==> config.mk <==
export PLATFORM = sky130hd
export DESIGN_NAME = divider_flat
export DESIGN_NICKNAME = d
export VERILOG_FILES = /design/src/rtl/divider_if.sv /design/src/rtl/divider.sv /design/src/flat_wrapper.sv
export SDC_FILE = /design/constraint.sdc
export NUM_CORES = 1
export LEC_CHECK = 0
export CAP_MARGIN = 10
export CORE_ASPECT_RATIO = 0.6
export CORE_UTILIZATION = 40
export DETAILED_ROUTE_END_ITERATION = 8
export PLACE_DENSITY = 0.67
export SETUP_SLACK_MARGIN = 0.5
export SLEW_MARGIN = 10
export SYNTH_ARGS = -nofsm -noshare
export SYNTH_HDL_FRONTEND = slang
export SYNTH_SLANG_ARGS = --single-unit
==> constraint.sdc <==
create_clock -name clock -period 8.08 [get_ports clock]
set_input_delay 2.02 -clock clock [delete_from_list [all_inputs] [get_ports clock]]
set_output_delay 2.02 -clock clock [all_outputs]
set_load 0.02 [all_outputs]
==> src/rtl/divider_if.sv <==
// Request/response bundle between the execute-stage control and the iterative divider.
// The master drives the request and kill lines, and the slave returns ready, done and result.
interface divider_if;
  logic        div_valid;
  logic [1:0]  div_op;
  logic [31:0] div_rs1;
  logic [31:0] div_rs2;
  logic        div_kill;
  logic        div_ready;
  logic        div_done;
  logic [31:0] div_result;

  modport master (
    output div_valid, div_op, div_rs1, div_rs2, div_kill,
    input  div_ready, div_done, div_result
  );

  modport slave (
    input  div_valid, div_op, div_rs1, div_rs2, div_kill,
    output div_ready, div_done, div_result
  );
endinterface

==> src/rtl/divider.sv <==
// RV32M DIV/DIVU/REM/REMU unit: radix-2 restoring divider, one quotient bit per cycle.
// Division by zero and signed overflow resolve at the accept edge without iterating.
module divider (
  input  logic     clock,
  input  logic     reset,
  divider_if.slave bus
);
  localparam int unsigned XLEN = 32;
  localparam int unsigned CNTW = 5;
  localparam logic [XLEN-1:0] INT_MIN = 32'h8000_0000;

  typedef enum logic [1:0] {
    S_IDLE = 2'd0,
    S_BUSY = 2'd1,
    S_DONE = 2'd2
  } state_e;

  state_e          state_q, state_d;
  logic [CNTW-1:0] cnt_q, cnt_d;
  logic [XLEN-1:0] rem_q, rem_d;
  logic [XLEN-1:0] dvd_q, dvd_d;
  logic [XLEN-1:0] dsr_q, dsr_d;
  logic [XLEN-1:0] result_q, result_d;
  logic            rem_op_q, rem_op_d;
  logic            neg_q, neg_d;
  logic            ready_q, ready_d;
  logic            done_q, done_d;

  logic            accept_c;
  logic            is_signed_c;
  logic            sign1_c, sign2_c;
  logic            div_zero_c, overflow_c, special_c;
  logic [XLEN-1:0] mag1_c, mag2_c, special_res_c;

  // Request decode: operand magnitudes and the two early-out cases.
  always_comb begin
    accept_c    = (state_q == S_IDLE) && bus.div_valid && !bus.div_kill;
    is_signed_c = !bus.div_op[0];
    sign1_c     = is_signed_c && bus.div_rs1[XLEN-1];
    sign2_c     = is_signed_c && bus.div_rs2[XLEN-1];
    mag1_c      = sign1_c ? (~bus.div_rs1 + XLEN'(1)) : bus.div_rs1;
    mag2_c      = sign2_c ? (~bus.div_rs2 + XLEN'(1)) : bus.div_rs2;
    div_zero_c  = (bus.div_rs2 == '0);
    overflow_c  = is_signed_c && (bus.div_rs1 == INT_MIN) && (bus.div_rs2 == '1);
    special_c   = div_zero_c || overflow_c;
    if (div_zero_c) begin
      special_res_c = bus.div_op[1] ? bus.div_rs1 : '1;
    end else begin
      special_res_c = bus.div_op[1] ? '0 : INT_MIN;
    end
  end

  logic [XLEN:0]   shifted_c;
  logic [XLEN-1:0] trial_c, rem_step_c, quo_step_c, quo_fin_c, rem_fin_c;
  logic            qbit_c;

  // One restoring step; the remainder stays below the divisor, so 32 bits hold it between steps.
  always_comb begin
    shifted_c  = {rem_q, dvd_q[XLEN-1]};
    qbit_c     = (shifted_c >= {1'b0, dsr_q});
    trial_c    = XLEN'(shifted_c - {1'b0, dsr_q});
    rem_step_c = qbit_c ? trial_c : shifted_c[XLEN-1:0];
    quo_step_c = {dvd_q[XLEN-2:0], qbit_c};
    quo_fin_c  = neg_q ? (~quo_step_c + XLEN'(1)) : quo_step_c;
    rem_fin_c  = neg_q ? (~rem_step_c + XLEN'(1)) : rem_step_c;
  end

  always_ff @(posedge clock or posedge reset) begin
    if (reset) begin
      state_q <= S_IDLE;
    end else begin
      state_q <= state_d;
    end
  end

  // Kill overrides every transition, including a simultaneous request.
  always_comb begin
    state_d = state_q;
    if (bus.div_kill) begin
      state_d = S_IDLE;
    end else begin
      case (state_q)
        S_IDLE:  if (bus.div_valid) state_d = special_c ? S_DONE : S_BUSY;
        S_BUSY:  if (cnt_q == '0)   state_d = S_DONE;
        S_DONE:  state_d = S_IDLE;
        default: state_d = S_IDLE;
      endcase
    end
  end

  always_comb begin
    cnt_d    = cnt_q;
    rem_d    = rem_q;
    dvd_d    = dvd_q;
    dsr_d    = dsr_q;
    result_d = result_q;
    rem_op_d = rem_op_q;
    neg_d    = neg_q;
    ready_d  = (state_d == S_IDLE);
    done_d   = (state_d == S_DONE);

    if (accept_c) begin
      rem_op_d = bus.div_op[1];
      neg_d    = bus.div_op[1] ? sign1_c : (sign1_c ^ sign2_c);
      if (special_c) begin
        result_d = special_res_c;
      end else begin
        cnt_d = CNTW'(XLEN - 1);
        rem_d = '0;
        dvd_d = mag1_c;
        dsr_d = mag2_c;
      end
    end else if (state_q == S_BUSY && !bus.div_kill) begin
      cnt_d = cnt_q - CNTW'(1);
      rem_d = rem_step_c;
      dvd_d = quo_step_c;
      if (cnt_q == '0) begin
        result_d = rem_op_q ? rem_fin_c : quo_fin_c;
      end
    end
  end

  always_ff @(posedge clock or posedge reset) begin
    if (reset) begin
      cnt_q    <= '0;
      rem_q    <= '0;
      dvd_q    <= '0;
      dsr_q    <= '0;
      result_q <= '0;
      rem_op_q <= 1'b0;
      neg_q    <= 1'b0;
      ready_q  <= 1'b1;
      done_q   <= 1'b0;
    end else begin
      cnt_q    <= cnt_d;
      rem_q    <= rem_d;
      dvd_q    <= dvd_d;
      dsr_q    <= dsr_d;
      result_q <= result_d;
      rem_op_q <= rem_op_d;
      neg_q    <= neg_d;
      ready_q  <= ready_d;
      done_q   <= done_d;
    end
  end

  assign bus.div_ready  = ready_q;
  assign bus.div_done   = done_q;
  assign bus.div_result = result_q;
endmodule
==> src/flat_wrapper.sv <==
// flat-port wrapper written by rule: the top's interface ports become plain ports
module divider_flat 
  (clock, reset, bus_div_valid, bus_div_op, bus_div_rs1, bus_div_rs2, bus_div_kill, bus_div_ready, bus_div_done, bus_div_result);
  divider_if bus_i ();
  input  logic clock;
  input  logic reset;
  input wire logic [$bits(bus_i.div_valid)-1:0] bus_div_valid;
  input wire logic [$bits(bus_i.div_op)-1:0] bus_div_op;
  input wire logic [$bits(bus_i.div_rs1)-1:0] bus_div_rs1;
  input wire logic [$bits(bus_i.div_rs2)-1:0] bus_div_rs2;
  input wire logic [$bits(bus_i.div_kill)-1:0] bus_div_kill;
  output wire logic [$bits(bus_i.div_ready)-1:0] bus_div_ready;
  output wire logic [$bits(bus_i.div_done)-1:0] bus_div_done;
  output wire logic [$bits(bus_i.div_result)-1:0] bus_div_result;
  assign bus_i.div_valid = bus_div_valid;
  assign bus_i.div_op = bus_div_op;
  assign bus_i.div_rs1 = bus_div_rs1;
  assign bus_i.div_rs2 = bus_div_rs2;
  assign bus_i.div_kill = bus_div_kill;
  assign bus_div_ready = bus_i.div_ready;
  assign bus_div_done = bus_i.div_done;
  assign bus_div_result = bus_i.div_result;
  divider u_core (.clock(clock), .reset(reset), .bus(bus_i));
endmodule
==> results, run 1 <==
- Adding up every negative setup slack in the final design gives 0 ns.
- The maximum clock skew at final layout is between 0.01 and 0.015 ns.
- The number of gates resized after CTS is 0.
- The mapped cell area is approximately 12000 µm².
- After detailed routing, the total wire length is 40300 µm.
- The net switching component of the power is about 1.0 mW.
- For this run, the leading register cell type out of synthesis is dfrtp_1.
- Grouping stages by cell kind, the critical path spends the most delay in compound AO/OA/AOI/OAI gates.
- The internal power of the cells totals ~1.7 mW.
- STA classifies the critical path endpoint as a flip-flop.
- The layout-stage area growth over the synthesis result is 16.3%.
- The largest fanout on the critical path is 18.
- The wire length of the first global-routing pass is 62800 µm.
- For the pin with the worst max-slew slack, the measured transition is between 1 and 1.5 ns.
- The post-cts hold buffer count is 0.
- The type of the worst min-delay path is reg2reg.
- In the routed layout, each cell is associated on average with a via count of between 6 and 7.
- Averaged over all synthesized cells, the footprint is about 8.0 µm².
- The worst IR drop on VDD is ~0.00012 V.
- The post-DP HPWL is between 30000 and 40000 µm.
- For this configuration, the core starts out at a cell density of 40.7%.
- Synthesis inferred approximately 140 register bits.
- Traced cell by cell, the critical path runs through ha_1 -> nand3_1 -> o21bai_1 -> a2111oi_4 -> or3_1 -> a41oi_4 -> o21ai_4 -> inv_2 -> mux2i_1 -> ha_1 -> nand2_1 -> or4b_1 -> nor3_1 -> a31oi_1 -> o31ai_1 -> xnor2_1 -> a211o_1 -> nand3_1.
- STA puts the critical path data required time at 8.47 ns.
- The initial antenna violation count is 0.
- The tightest slew margin relative to the limit is approximately 16%.
- The post-synthesis cell type with the largest combined area is dfrtp_1.
- The number of global-route vias before repair is between 10000 and 15000.
- Detailed routing inserted a total of 11700 vias.
- The sum of met2 wire segment lengths after detailed routing is 15400 µm.
- The cell count after synthesis is around 1500.
- The power per cell area is roughly 200 nW/µm².
- After synthesis, flip-flops and latches occupy around 30% of the total area.
- After synthesis, the share of flip-flops with an asynchronous set or reset is 100%.
- The leakage dissipation is about 5.5 nW.
- On the worst path, the slowest cell contributes a delay of 0.68 ns.
- When the netlist entered floorplanning its net count stood at 1567.
- The total count of max-transition violations in the final report is 0.
- The worst path uses about four fifths of the clock period.
- For this run, the total global-route usage over all layers was measured as a little over a quarter.
- TritonCTS built the clock tree.
- The buffer depth of the longest clock path is 2.
- In the post-synthesis netlist, the biggest area contributors are dfrtp_1, xnor2_1, o21ai_0, nand2_1, ha_1.
- The final hold violation count was 0.
- After detailed routing, the met3 layer carries ~4700 µm of wire.
- Subtracting the final worst setup slack from the clock period gives 6.61 ns.
- The number of levels the H-tree was split into is 4.
- After floorplanning, the core was sized to cover ~29000 µm².
- After clock tree synthesis, the setup repair step added 0 buffers.
- The combinational fraction of design power is approximately 36%.
- The slowest stage of the critical path is the o21ai_4 cell.
- The setup path with the least slack is of type reg2reg.
- The congestion estimate from routability-driven global placement came to ~0.96.
- The number of buffers and inverters on the critical path is 1.
- The total congestion overflow after global routing is 0.
- The detail route stage leaves a number of antenna-violating nets equal to 0.
- The I/O pin total is about 100.
- The post-synthesis cell type count is 82.
- The tool flagged a number of max-cap violations equal to 0.
- The worst setup path is launched from a flip-flop.
- The vertical die dimension is between 100 and 150 µm.
- The repair_antennas step left the layout with diodes totalling 0.
- The chip width is between 200 and 250 µm.
- Yosys instantiated no cell more often than o21ai_0.
- The first routing iteration left approximately 1400 violations.
- Counting instances in the post-synthesis netlist gives the leading cell types as o21ai_0, nand2_1, dfrtp_1.
- Dividing the detail-routed wire length by the instance count gives roughly 21 µm.
- The register clock-pin slew on the reported worst setup and hold paths is about 0.07 ns.
- Yosys printed 0 warnings.
- After detailed routing, the number of remaining DRC violations is 0.
- The number of flops mapped to enable cells by yosys is 0.
- Net switching is 38.0% of the power.
- The number of setup violations in the final report is 0.
- Entering global routing, the biggest net connects 77 pins.
- In the final layout, the share of cells above drive strength 1 is 5.33%.
- The port buffer count is just over 100.
- The highest metal layer carrying signal wires in the routed design is met4.
- The floorplan row count is 48.
- The clock network latency to the later pin of the worst-skew pair is about 0.45 ns.
- The maximum frequency from static timing analysis is between 0.15 and 0.2 GHz.
- The number of clock sinks seen by CTS is between 100 and 150.
- The length of routed wiring on met1 is just under 20000 µm.
- Setup repair after global routing left no endpoint under its margin.
- The net count of the finished layout is 1615.
- The detailed-router iteration count before antenna repair is 5.
- Clock tree synthesis inserted a total of 17 buffers.
- The die area is about 30000 µm².
- The run finished with clean final reports.
- Of the total power, registers draw about a third.
- The final hold slack is 0.444 ns.
- The root cell of the clock tree is clkbuf_16.
- Across all register-to-register paths, the minimum setup slack is 1.47 ns.
- The share of the synthesized area in the top cell type is 29.5%.
- The proportion of power drawn by the clock network is between 30% and 40%.
- Data on the critical path arrives at its endpoint at approximately 7 ns.
- The filler cells instantiated in the layout total between 2000 and 3000.
-- state kept, by name, summed over array words and instances (netlist names) --
register               cells
u_core.bus.div_done        1
u_core.bus.div_ready       1
u_core.bus.div_result     32
u_core.cnt_q               5
u_core.dsr_q              32
u_core.dvd_q              32
u_core.neg_q               1
u_core.rem_op_q            1
u_core.rem_q              32
u_core.state_q             2
-- layer usage --
| layer | vias up | GRT usage (%) |
|---|---|---|
| met5 | - | 0 |
| met4 | 0 | 6.28 |
| met1 | 5621 | 42.4 |
| li1 | 5451 | - |
| met3 | 42 | 8.79 |
| met2 | 562 | 35.4 |
-- layout make-up --
cell class | instances | area, µm² | share of cell area (%)
clock buffer | 21 | 470 | 3.45
clock inverter | 11 | 143 | 1.05
inverter | 68 | 260 | 1.91
multi-input combinational | 1164 | 7660 | 56.2
sequential | 139 | 3480 | 25.5
tap | 375 | 469 | 3.44
timing repair buffer | 116 | 1140 | 8.37
-- cell families (layout without fill, tap and decap cells) --
logic type                 Yosys count  after routing  share of synthesized area (%)
AOI/OAI and AO/OA                  450            450                           25.9
xor gates and xnor gates           128            128                           9.57
adders and majority gates           39             39                           4.23
buffers and inverters              155            216                           5.09
DFF                                139            139                           29.7
muxes                               51             51                           4.64
and+or+nand+nor                    496            496                           20.9
-- placed cells by master (no fill, tap or decap), types with 13 or more instances in the layout --
master,netlist,layout
nor3_1,31,31
or3_1,13,13
a21o_1,16,16
o21ai_0,153,153
nand3_1,54,54
a31oi_1,16,15
o41ai_1,14,14
nand4_1,18,18
dfrtp_1,138,137
xor2_1,40,40
xnor2_1,88,88
nor4_1,14,14
nand2b_1,19,19
mux2i_1,42,42
inv_1,67,66
ha_1,38,38
a221o_1,30,30
clkbuf_16,0,17
nor2_1,120,118
a21oi_1,90,90
o31ai_1,28,28
clkdlybuf4s50_1,0,103
nand2_1,143,142
-- final timing paths --
path | startpoint | to | depth (start not counted)
max | u_core.rem_q[1]$_DFFE_PP0P_ | u_core.bus.div_result[22]$_DFFE_PP0P_ | 18
min | u_core.state_q[1]$_DFF_PP0_ | u_core.state_q[0]$_DFF_PP0_ | 1
max reg2reg | u_core.rem_q[1]$_DFFE_PP0P_ | u_core.bus.div_result[22]$_DFFE_PP0P_ | 18
min reg2reg | u_core.state_q[1]$_DFF_PP0_ | u_core.state_q[0]$_DFF_PP0_ | 1
max in group asynchronous | reset | u_core.neg_q$_DFFE_PP0P_ | 3
min in group asynchronous | reset | u_core.bus.div_result[13]$_DFFE_PP0P_ | 2
-- per-stage QoR --
| step | cell area, µm² | util (%) | setup WS [ns] | power [mW] | std cells |
|---|---|---|---|---|---|
| after floorplan | 11700 | - | 2.34 | 1.53 | 1458 |
| after global placement | 13000 | 45.2 | 1.31 | 1.81 | 1862 |
| after detailed placement | 13000 | 45.2 | 1.18 | 1.82 | 1862 |
| after CTS | 13600 | 47.3 | 1.62 | 2.67 | 1894 |
| after global routing | 13600 | 47.4 | 1.03 | 2.83 | 1894 |
| final | 13600 | 47.4 | 1.47 | 2.68 | 1894 |
-- power groups by stage --
stage	Combinational, mW	Clock (mW)	Sequential (mW)
2_1_floorplan	0.659	0	0.866
3_3_place_gp	0.921	0	0.890
3_5_place_dp	0.931	0	0.893
4_1_cts	0.938	0.847	0.881
5_1_grt	1.05	0.877	0.895
6_report	0.960	0.837	0.885
No activity file was read; power rests on OpenSTA's default activity.
==> run 2, diff against run 1 <==
==> constraint.sdc (replaced) <==
create_clock -name clock -period 6.3 [get_ports clock]
set_input_delay 1.575 -clock clock [delete_from_list [all_inputs] [get_ports clock]]
set_output_delay 1.575 -clock clock [all_outputs]
set_load 0.02 [all_outputs]
==> run 2 against run 1 <==
- cell count rose by 0.95%
- via count grew 1.1%
- critical path depth did not move
- largest cell class unchanged
- clock power up 25%
==> results, run 2 (synthesis gave the netlist of run 1 again) <==
- Static timing analysis puts the maximum clock frequency at around 0.18 GHz.
- The worst setup path is of the reg2reg kind.
- The tightest slew margin relative to the limit is about 17%.
- The origin of the critical flop-to-flop path is u_core.rem_q[9]$_DFFE_PP0P_.
- The detailed-router iteration count before antenna repair is 5.
- At the end of routability-driven placement, the weighted congestion stood at about 0.95.
- The clock tree synthesis step divided the H-tree into 4 levels.
- Once detail routing completed, the nets flagged for antenna violations numbered 0.
- The port buffer count is 103.
- The TritonCTS clock tree is done.
- The endpoint of the worst hold-timing path is u_core.state_q[0]$_DFF_PP0_.
- The total area of sequential cells is between 3000 and 4000 µm².
- The core utilization of the finished layout is a little under half.
- In the layout the commonest cells are o21ai_0, nand2_1, dfrtp_1, nor2_1, clkdlybuf4s50_1.
- The routed via count divided by cell count is about 6.
- For the worst-skew pair, the clock arrives at the later sink with an insertion delay of between 0.4 and 0.5 ns.
- The worst register-to-register path has a setup slack of just over 0.7 ns.
- In the global route stage, overall resource usage came out at approximately 28%.
- The longest clock path from root to sink contains 2 buffers.
- The worst register-to-register path ends at u_core.bus.div_result[30]$_DFFE_PP0P_.
- The total count of max-transition violations in the final report came to 0.
- The post-cts hold buffer count is 0.
- The chip width is 223 µm.
- The delay contributed by the slowest stage of the critical path is approximately 0.67 ns.
- The share of final-layout standard cells stronger than drive strength 1 is 6.44%.
- The critical path data arrival time is 5.95 ns.
- The initial antenna violation count is 2.
- The final hold violation count is 0.
- The repair_antennas step left the layout with diodes totalling 0.
- For this run, design rule violations remaining after detail routing come to 0.
- The root cell of the clock tree is clkbuf_16.
- The wire length of the first global-routing pass is around 64000 µm.
- The maximum clock skew at final layout is ~0.011 ns.
- The total congestion overflow after global routing is 0.
- The minimum period implied by the final worst setup slack is 5.60 ns.
- The library cell used most frequently in the layout, excluding fill and tap cells, is o21ai_0.
- The cell at the slowest stage of the critical path is or4_1.
- In this run, the number of DRC markers left after iteration 0 of detailed routing was around 1500.
- The initial standard-cell utilization of the core is between 40% and 50%.
- For the worst setup path, the data required time is 6.66 ns.
- The floorplan step set the die height to 135 µm.
- The cell family contributing the most delay on the critical path is compound AO/OA/AOI/OAI gates.
- Counting instances, the worst hold path has a depth of 1.
- The area of the multi-input gates is 7660 µm².
- Fill cells in the final layout number between 2000 and 3000.
- The number of global-route vias before repair is ~11000.
- The kind of end point of the critical path is a flip-flop.
- The floorplan step defined a die boundary enclosing around 30000 µm².
- After floorplanning, the core was sized to cover roughly 29000 µm².
- From synthesis to final layout, the design area changed by 17.2%.
- The run finished with clean final reports.
- The post-route fraction of the period consumed by the critical path is around nine tenths.
- For the worst flop-to-flop path, the logic depth is 18.
- TritonCTS created 17 clock buffers.
- The critical hold path startpoint is u_core.state_q[1]$_DFF_PP0_.
- The number of buffers and inverters on the critical path is 2.
- Dividing the detail-routed wire length by the instance count gives 21.2 µm.
- The number of clock sinks seen by CTS is 139.
- The tightest min-delay check is of the reg2reg type.
- The transition time at the pin with the least slew margin is roughly 1.2 ns.
- Detailed placement finished with a half-perimeter wire length of 31100 µm.
- For this block, the via count after detailed routing is roughly 12000.
- Setup violations remaining at the end of the flow were counted as 0.
- The wire length after detailed routing is slightly above 40000 µm.
- After clock tree synthesis, the clock-pin slew on the worst setup and hold paths is 0.06 ns.
- The I/O pin total is 104.
- The worst-case IR drop observed on VDD is around 0.00015 V.
- The initialized floorplan defines 48 standard-cell rows.
- Max-cap violations in this run came to 0.
- Entering global routing, the biggest net connects between 60 and 70 pins.
- The analysis attributes to cell leakage a power of between 5 and 6 nW.
- STA classifies the critical path startpoint as a flip-flop.
- Traced cell by cell, the critical path runs through ha_1 -> a21oi_1 -> o21ai_0 -> a21o_1 -> or3_1 -> a41oi_4 -> o21ai_4 -> inv_2 -> buf_4 -> ha_1 -> nand2b_1 -> or2_1 -> or4_1 -> o31ai_4 -> xnor2_1 -> o21ai_0 -> a221o_1 -> o31ai_1.
- The aggregate negative setup slack is 0 ns.
- Power spread over the standard cell area amounts to 249 nW/µm².
- At the end of the flow, the number of nets in the layout was ~1600.
- Setup repair after global routing left no endpoint under its margin.
- Along the worst path, the maximum fanout reaches 17.
-- run 2: changes by cell type in the layout (fill, tap and decap cells not counted), sizes merged --
cell,previous run,this run
bufinv,3,2
buf,13,32
-- run 2: cell type report --
class / count / share of cell area [%]
clock buffer: 21 / 3.50
clock inverter: 10 / 0.847
inverter: 68 / 1.89
multi-input combinational: 1164 / 55.7
sequential: 139 / 25.3
tap: 375 / 3.42
timing repair buffer: 135 / 9.26
-- run 2: through the flow --
| stage | worst slack (ns) | instance area (µm²) | total power [mW] | hold WS [ns] | std cells |
|---|---|---|---|---|---|
| 2_1_floorplan | 1.00 | 11700 | 1.96 | 0.409 | 1458 |
| 3_3_place_gp | 0.759 | 13100 | 2.33 | 0.417 | 1876 |
| 3_5_place_dp | 0.544 | 13100 | 2.34 | 0.423 | 1876 |
| 4_1_cts | 0.514 | 13700 | 3.39 | 0.431 | 1907 |
| 5_1_grt | 0.482 | 13700 | 3.60 | 0.465 | 1912 |
| 6_report | 0.705 | 13700 | 3.42 | 0.434 | 1912 |
-- run 2: power by group --
part | internal [mW] | switching, mW | leakage, nW
registers | 1.00 | 0.120 | 1.78
logic | 0.483 | 0.761 | 3.52
clock network | 0.622 | 0.427 | 0.291
-- run 2: layer usage --
layer	vias up	track usage (%)	wire length [µm]
li1	5470	-	-
met1	5665	42.3	19200
met2	616	36.9	16000
met3	53	8.46	4750
met4	4	5.98	572
met5	-	0	24
-- run 2: worst max-delay path by stage --
| stage | start | to | slack (ns) | cells past startpoint |
|---|---|---|---|---|
| 2_1_floorplan | reset | u_core.bus.div_done$_DFF_PP0_ | 1.00 | 1 |
| 3_3_place_gp | u_core.rem_q[5]$_DFFE_PP0P_ | u_core.bus.div_result[30]$_DFFE_PP0P_ | 0.76 | 19 |
| 3_5_place_dp | u_core.rem_q[1]$_DFFE_PP0P_ | u_core.bus.div_result[22]$_DFFE_PP0P_ | 0.54 | 18 |
| 4_1_cts | u_core.rem_q[1]$_DFFE_PP0P_ | u_core.bus.div_result[22]$_DFFE_PP0P_ | 0.51 | 18 |
| 5_1_grt | u_core.rem_q[7]$_DFFE_PP0P_ | u_core.bus.div_result[22]$_DFFE_PP0P_ | 0.48 | 19 |
| 6_report | u_core.rem_q[9]$_DFFE_PP0P_ | u_core.bus.div_result[30]$_DFFE_PP0P_ | 0.70 | 18 |
-- run 2: what timing repair did --
action | 4_1_cts | 5_1_grt
gates resized for setup | 0 | 1
hold endpoints to repair | 0 | 0
setup buffers | 0 | 5
endpoints found under the setup margin | 0 | 12
